$ cat src/rtl/display_pkg.sv
// display_pkg: shared FSM states, control-word fields and the hex glyph table
// for the dot-matrix display drivers.
package display_pkg;

    typedef enum logic [3:0] {
        RST_ASSERT,
        RST_RELEASE,
        CLEAR,
        LATCH_CLR,
        CTRL,
        LATCH_CTRL,
        LOAD,
        LATCH_DOTS,
        IDLE
    } state_t;

    localparam logic       SLEEP_N = 1'b1;
    localparam logic [1:0] PEAK    = 2'b11;

    // Column-major 5x8 glyphs; bit 39 is the first dot shifted out. Entry 0 is '0'.
    localparam logic [15:0][39:0] GLYPHS = {
        40'b01111111_00001001_00001001_00001001_00000001,
        40'b01111111_01001001_01001001_01001001_01000001,
        40'b01111111_01000001_01000001_01000001_00111110,
        40'b00111110_01000001_01000001_01000001_00100010,
        40'b01111111_01001001_01001001_01001001_00110110,
        40'b01111110_00001001_00001001_00001001_01111110,
        40'b00000110_01001001_01001001_00101001_00011110,
        40'b00110110_01001001_01001001_01001001_00110110,
        40'b00000001_01110001_00001001_00000101_00000011,
        40'b00111100_01001010_01001001_01001001_00110000,
        40'b00100111_01000101_01000101_01000101_00111001,
        40'b00011000_00010100_00010010_01111111_00010000,
        40'b00100010_01000001_01001001_01001001_00110110,
        40'b01100010_01010001_01001001_01001001_01000110,
        40'b00000000_01000010_01111111_01000000_00000000,
        40'b00111110_01010001_01001001_01000101_00111110
    };

    function automatic logic [7:0] ctrl_byte(input logic [3:0] bright);
        return {1'b0, SLEEP_N, PEAK, bright};
    endfunction

endpackage

$ cat src/rtl/hex_glyph_rom.sv
// hex_glyph_rom: combinational nibble to 40-bit column-major dot pattern.
module hex_glyph_rom
    import display_pkg::*;
(
    input  logic [3:0]  i_nibble,
    output logic [39:0] o_dots
);

    assign o_dots = GLYPHS[i_nibble];

endmodule

$ cat src/rtl/display_hex_scan.sv
// display_hex_scan: drives a chain of HCMS-style 5x8 dot-matrix characters with hex
// glyphs, with per-character blanking, run-time brightness and tear-free frame snapshots.
module display_hex_scan
    import display_pkg::*;
#(
    parameter int NUM_CHARS  = 16,
    parameter int CLK_DIV    = 27,
    parameter int RESET_HOLD = 100,
    parameter int CONTINUOUS = 1
) (
    input  logic                   clock_27mhz,
    input  logic                   reset,
    input  logic [4*NUM_CHARS-1:0] data,
    input  logic [NUM_CHARS-1:0]   blank_mask,
    input  logic [3:0]             brightness,
    input  logic                   update,
    output logic                   busy,
    output logic                   frame_done,
    output logic                   disp_blank,
    output logic                   disp_clock,
    output logic                   disp_data_out,
    output logic                   disp_rs,
    output logic                   disp_ce_b,
    output logic                   disp_reset_b
);

    localparam int DIV_W     = $clog2(CLK_DIV + 1);
    localparam int HOLD_W    = $clog2(RESET_HOLD + 1);
    localparam int BIT_W     = $clog2(40 * NUM_CHARS);
    localparam int CHAR_W    = $clog2(NUM_CHARS);
    localparam int CTRL_BITS = 8 * (NUM_CHARS / 4);

    state_t                 r_state, w_next;
    logic [DIV_W-1:0]       r_div;
    logic                   r_phase, r_disp_clock, r_frame_done, r_pend;
    logic [HOLD_W-1:0]      r_hold;
    logic [BIT_W-1:0]       r_bit;
    logic [CHAR_W-1:0]      r_char;
    logic [5:0]             r_dot;
    logic [3:0]             r_bright;
    logic [4*NUM_CHARS-1:0] r_frame;
    logic [NUM_CHARS-1:0]   r_blank;
    logic                   w_tick, w_adv, w_last, w_snap, w_bright_chg, w_dot_bit;
    logic [39:0]            w_dots;
    logic [7:0]             w_ctrl;

    assign w_tick       = r_div == DIV_W'(CLK_DIV - 1);
    assign w_adv        = w_tick & ~r_phase;
    assign w_last       = r_bit == '0;
    assign w_snap       = w_adv && w_next == LOAD && r_state != LOAD;
    assign w_bright_chg = brightness != r_bright;
    assign w_ctrl       = ctrl_byte(r_bright);
    assign w_dot_bit    = ~r_blank[r_char] & w_dots[r_dot];
    assign disp_clock   = r_disp_clock;
    assign disp_blank   = 1'b0;
    assign frame_done   = r_frame_done;

    hex_glyph_rom u_rom (
        .i_nibble (r_frame[{r_char, 2'b00} +: 4]),
        .o_dots   (w_dots)
    );

    // Serial outputs move only when phase rises, i.e. on the falling disp_clock edge.
    always_ff @(posedge clock_27mhz or posedge reset) begin
        if (reset) begin
            r_div        <= '0;
            r_phase      <= 1'b0;
            r_disp_clock <= 1'b1;
        end else if (w_tick) begin
            r_div        <= '0;
            r_phase      <= ~r_phase;
            r_disp_clock <= r_phase;
        end else begin
            r_div        <= r_div + DIV_W'(1);
        end
    end

    always_ff @(posedge clock_27mhz or posedge reset) begin
        if (reset)
            r_hold <= HOLD_W'(RESET_HOLD);
        else if (r_hold != '0)
            r_hold <= r_hold - HOLD_W'(1);
    end

    always_ff @(posedge clock_27mhz or posedge reset) begin
        if (reset)
            r_state <= RST_ASSERT;
        else if (w_adv)
            r_state <= w_next;
    end

    always_comb begin
        w_next        = r_state;
        disp_reset_b  = 1'b1;
        disp_ce_b     = 1'b1;
        disp_rs       = 1'b0;
        disp_data_out = 1'b0;
        busy          = 1'b1;
        case (r_state)
            RST_ASSERT: begin
                disp_reset_b = 1'b0;
                w_next       = (r_hold == '0) ? RST_RELEASE : RST_ASSERT;
            end
            RST_RELEASE: w_next = CLEAR;
            CLEAR: begin
                disp_ce_b = 1'b0;
                w_next    = w_last ? LATCH_CLR : CLEAR;
            end
            LATCH_CLR: begin
                disp_rs = 1'b1;
                w_next  = CTRL;
            end
            CTRL: begin
                disp_ce_b     = 1'b0;
                disp_rs       = 1'b1;
                disp_data_out = w_ctrl[r_bit[2:0]];
                w_next        = w_last ? LATCH_CTRL : CTRL;
            end
            LATCH_CTRL: w_next = LOAD;
            LOAD: begin
                disp_ce_b     = 1'b0;
                disp_data_out = w_dot_bit;
                w_next        = (r_dot == 6'd0 && r_char == '0) ? LATCH_DOTS : LOAD;
            end
            LATCH_DOTS: w_next = w_bright_chg ? CTRL : (CONTINUOUS != 0 || r_pend) ? LOAD : IDLE;
            IDLE: begin
                busy   = 1'b0;
                w_next = w_bright_chg ? CTRL : r_pend ? LOAD : IDLE;
            end
            default: w_next = RST_ASSERT;
        endcase
    end

    always_ff @(posedge clock_27mhz or posedge reset) begin
        if (reset) begin
            r_bit        <= '0;
            r_char       <= '0;
            r_dot        <= '0;
            r_bright     <= '0;
            r_frame      <= '0;
            r_blank      <= '0;
            r_pend       <= 1'b0;
            r_frame_done <= 1'b0;
        end else begin
            r_frame_done <= w_adv && r_state == LOAD && w_next == LATCH_DOTS;
            // An update landing on the snapshot cycle is kept for the following frame.
            r_pend       <= w_snap ? update : (r_pend | update);
            if (w_adv) begin
                if (r_state != CLEAR && w_next == CLEAR)
                    r_bit <= BIT_W'(40 * NUM_CHARS - 1);
                else if (r_state != CTRL && w_next == CTRL)
                    r_bit <= BIT_W'(CTRL_BITS - 1);
                else if (!w_last)
                    r_bit <= r_bit - BIT_W'(1);
                if (r_state != CTRL && w_next == CTRL)
                    r_bright <= brightness;
                if (w_snap) begin
                    r_frame <= data;
                    r_blank <= blank_mask;
                    r_char  <= CHAR_W'(NUM_CHARS - 1);
                    r_dot   <= 6'd39;
                end else if (r_state == LOAD) begin
                    r_dot  <= (r_dot == 6'd0) ? 6'd39 : r_dot - 6'd1;
                    r_char <= (r_dot == 6'd0) ? r_char - CHAR_W'(1) : r_char;
                end
            end
        end
    end

endmodule

$ cat config.mk
export PLATFORM = sky130hd
export DESIGN_NAME = display_hex_scan
export DESIGN_NICKNAME = d
export VERILOG_FILES = /design/src/rtl/display_pkg.sv /design/src/rtl/hex_glyph_rom.sv /design/src/rtl/display_hex_scan.sv
export SDC_FILE = /design/constraint.sdc
export NUM_CORES = 1
export LEC_CHECK = 0
export ABC_AREA = 1
export CORE_MARGIN = 5
export CORE_UTILIZATION = 45
export DETAILED_ROUTE_END_ITERATION = 16
export DONT_BUFFER_PORTS = 1
export GPL_ROUTABILITY_DRIVEN = 0
export PLACE_DENSITY = 0.71
export SETUP_SLACK_MARGIN = 0.02
export SLEW_MARGIN = 5
export SYNTH_ARGS = -nofsm -noshare
export SYNTH_HDL_FRONTEND = slang
export SYNTH_HIERARCHICAL = 1
export SYNTH_SLANG_ARGS = --single-unit
$ cat constraint.sdc
create_clock -name clock_27mhz -period 5.23 [get_ports clock_27mhz]
set_clock_uncertainty 0.1 [all_clocks]
set_input_delay 0.523 -clock clock_27mhz [delete_from_list [all_inputs] [get_ports clock_27mhz]]
set_output_delay 0.523 -clock clock_27mhz [all_outputs]
set_load 0.02 [all_outputs]
==> flow_metrics.env <==
export IMPL_status="finished, final reports clean"
export IMPL_synthAdderAreaFrac_pct=3.10
export IMPL_start_util_pct=45.8
export IMPL_worstSetupStartpointType="register"
export IMPL_cp_slowest_cell="clkinv_1"
export IMPL_reg2reg_from="r_dot[0]"
export IMPL_track_usage_pct=19.5
export IMPL_fin_ws_ns=0.561
export IMPL_route_detailed_drc=0
export IMPL_multi_input_area_mm2=0.00352
export IMPL_htree_levels=4
export IMPL_synth_compound_gate_area_share_pct=12.7
export IMPL_cp_num_buf_inv=3
export IMPL_synth_simple_area_share_pct=30.6
export IMPL_gr_total_overflow=0
export IMPL_first_global_vias=5913
export IMPL_fin_setup_tns_ns=0
export IMPL_final_common_cell="nand2_1"
export IMPL_num_antenna_cells=0
export IMPL_seq_area_mm2=0.00311
export IMPL_dieHeight_um=137
export IMPL_drt_iter0_markers=514
export IMPL_num_rows=46
export IMPL_cts_hold_fix_buffers=0
export IMPL_num_vias=6343
export IMPL_worstSetupEndpointType="primary output"
export IMPL_place_inst=1188
export IMPL_cts_sinks=124
export IMPL_synth_cells=1014
export IMPL_pin_count=95
export IMPL_syn_area_mm2=0.00727
export IMPL_core_area_mm2=0.0159
export IMPL_first_pass_iters=5
export IMPL_fmax_mhz=214
export IMPL_tightestPinTransition_ns=0.860
export IMPL_layout_common_cells="nand2_1, dfrtp_1, nor2_1, o21ai_0, inv_1"
export IMPL_cts_resized=0
export IMPL_yosys_area_share_xor_xnor_pct=1.69
export IMPL_viasPerCell=5.20
export IMPL_hp_class="in -> async"
export IMPL_grt_pass1_wl_um=29100
export IMPL_finalWirelength_um=17600
export IMPL_final_cell_count_no_fill=1219
export IMPL_syn_to_final_growth_pct=8.07
export IMPL_fin_crit_ns=4.67
export IMPL_drive_gt1_share_pct=6.08
export IMPL_io_buffer_count=0
export IMPL_fin_nets=1096
export IMPL_hold_viol=0
export IMPL_path_common_cell="nand2_1"
export IMPL_critPathRequiredTime_ns=4.61
export IMPL_clkLatencyLatePin_ns=0.42
export IMPL_root_buffer="clkbuf_16"
export IMPL_r2r_end="r_frame[43]"
export IMPL_synth_area_mux_share_pct=0
export IMPL_max_stage_delay_ns=0.47
export IMPL_dpl_worst_slack_ns=1.06
export IMPL_max_vdd_ir_drop_uv=214
export IMPL_die_w_um=137
export IMPL_power_uw=2130
export IMPL_crit_type="reg -> out"
export IMPL_ys_seq_area_share_pct=42.7
export IMPL_crit_family="simple AND/OR/NAND/NOR gates"
export IMPL_post_cts_setup_buffer_count=0
export IMPL_yosysUniqueCellTypes=42
export IMPL_timing_slew_headroom_pct=42.6
export IMPL_reg2reg_setup_slack_ns=1.77
export IMPL_yosys_register_bits=124
export IMPL_cts_tree="built"
export IMPL_yosys_warnings=6
export IMPL_path_clk_slew_ns=0.06
export IMPL_numCtsBuffers=17
export IMPL_final_core_util_pct=49.5
export IMPL_avgRoutedWirePerCell_um=14.4
export IMPL_path_cells="buf_4 -> clkinv_1 -> o21ai_0 -> o221ai_1 -> o211ai_1 -> nand3_1 -> inv_1 -> ha_1 -> nand2_1 -> nand2_1 -> o21ai_1 -> nor2_1 -> nor2_1 -> o21ai_0 -> o211ai_1 -> nand3_1 -> nand3_1 -> nand3_1 -> nand2_1 -> nand2_1 -> nand2_1"
export IMPL_maxCapViolCount=0
export IMPL_ant_nets=0
export IMPL_leakage_uw=0.00403
export IMPL_worstRegToRegCells=12
export IMPL_place_hpwl_um=12500
export IMPL_setup_viol=0
export IMPL_critPathMaxFanout=26
export IMPL_drv_slew=0
export IMPL_nFillCells=1571
export IMPL_clk_path_buf_depth=2
export IMPL_rsz0062_at_grt="false"
export IMPL_power_density_mw_per_mm2=271
export IMPL_antenna_found_initial=0
export IMPL_arrival_ns=4.05
export IMPL_period_share_pct=89.3
export IMPL_grt_max_degree=73
export IMPL_synth_top_family_by_area="simple AND/OR/NAND/NOR gates"
export IMPL_die_area_mm2=0.0188
export IMPL_synth_avg_cell_area_um2=7.17
==> through the flow <==
| stage | cell area [um2] | hold WS (ns) |
|---|---|---|
| 2_1_floorplan | 7290 | 0.342 |
| 3_3_place_gp | 7290 | 0.355 |
| 3_5_place_dp | 7290 | 0.359 |
| 4_1_cts | 7860 | 0.0772 |
| 5_1_grt | 7860 | 0.0951 |
| 6_report | 7860 | 0.0544 |
==> routing by layer <==
layer / global-route usage [%] / up-vias / part of all wire (%)
met1: 27.0 / 2944 / 46
met5: 0 / - / 0
met4: 5.93 / 0 / 1.5
met2: 30.5 / 208 / 47
met3: 4.56 / 27 / 5.8
li1: - / 3164 / -
==> cell type report <==
| type | instances | share of cell area (%) |
|---|---|---|
| inverter | 89 | 4.28 |
| timing repair buffer | 7 | 0.668 |
| sequential | 124 | 39.5 |
| clock buffer | 17 | 5.41 |
| tap | 216 | 3.44 |
| multi-input combinational | 752 | 44.8 |
| clock inverter | 14 | 1.89 |
==> cells by family (layout without fill, tap and decap cells) <==
| group | Yosys count | after routing |
|---|---|---|
| other cells | 2 | 6 |
| compound gates | 166 | 166 |
| buf+inv | 142 | 127 |
| fa+ha+maj | 18 | 18 |
| xor+xnor | 14 | 14 |
| simple gates | 548 | 548 |
| flops | 124 | 124 |
==> worst register-to-register path: stages (launching register included) <==
cell and delay (ns):
dfrtp_1 0.78, inv_1 0.49, ha_1 0.35, nand3_1 0.08, nor2_1 0.11, nand3_1 0.10
nand3_1 0.13, nor2_2 0.25, nand3_4 0.09, inv_2 0.28, buf_4 0.39, nand2_1 0.16
nand2_1 0.08
==> worst max path at each step <==
stage,startpoint,to,cells after the start,slack [ns]
global placement,r_char[0],disp_data_out,20,1.18
CTS,r_char[1],disp_data_out,21,0.60
floorplan,reset,frame_done,1,1.31
detailed placement,r_char[1],disp_data_out,21,1.06
finish,r_char[1],disp_data_out,21,0.56
global route,r_char[1],disp_data_out,24,0.13
==> where the power goes <==
| part | internal [uW] | switching (uW) |
|---|---|---|
| combinational | 1.99 | 21.2 |
| clock | 698 | 451 |
| sequential | 960 | 0 |
| total | 1660 | 472 |
==> synthesized netlist by cell type (all sizes together) <==
| master | n | area [um2] |
|---|---|---|
| nand2 | 364 | 1370 |
| dfrtp | 120 | 3000 |
| nor2 | 106 | 415 |
| o21ai | 105 | 526 |
| inv | 88 | 330 |
| nand3 | 61 | 323 |
| buf | 29 | 238 |
| a21oi | 25 | 136 |
| clkbuf | 24 | 90.1 |
| ha | 18 | 225 |
| o22ai | 12 | 75.1 |
| xor2 | 11 | 96.3 |
| o211ai | 9 | 67.6 |
| nand4 | 8 | 50.1 |
| o221ai | 6 | 52.6 |
| dfstp | 4 | 105 |
| nor3 | 4 | 31.3 |
| or2 | 3 | 18.8 |
| xnor2 | 3 | 26.3 |
| a21boi | 2 | 15.0 |
| a31oi | 2 | 12.5 |
| conb | 2 | 7.51 |
| o21bai | 2 | 15.0 |
| a21o | 1 | 7.51 |
| a22oi | 1 | 7.51 |
| clkinv | 1 | 3.75 |
| nand3b | 1 | 7.51 |
| nor3b | 1 | 7.51 |
| o31ai | 1 | 7.51 |
==> registers in the layout, summed over array words and instances, names as in the netlist <==
signal      count
disp_clock      1
frame_done      1
r_bit          10
r_blank        16
r_bright        4
r_char          4
r_div           5
r_dot           6
r_frame        64
r_hold          7
r_pend          1
r_phase         1
r_state         4
No activity file was read; power rests on OpenSTA's default activity.
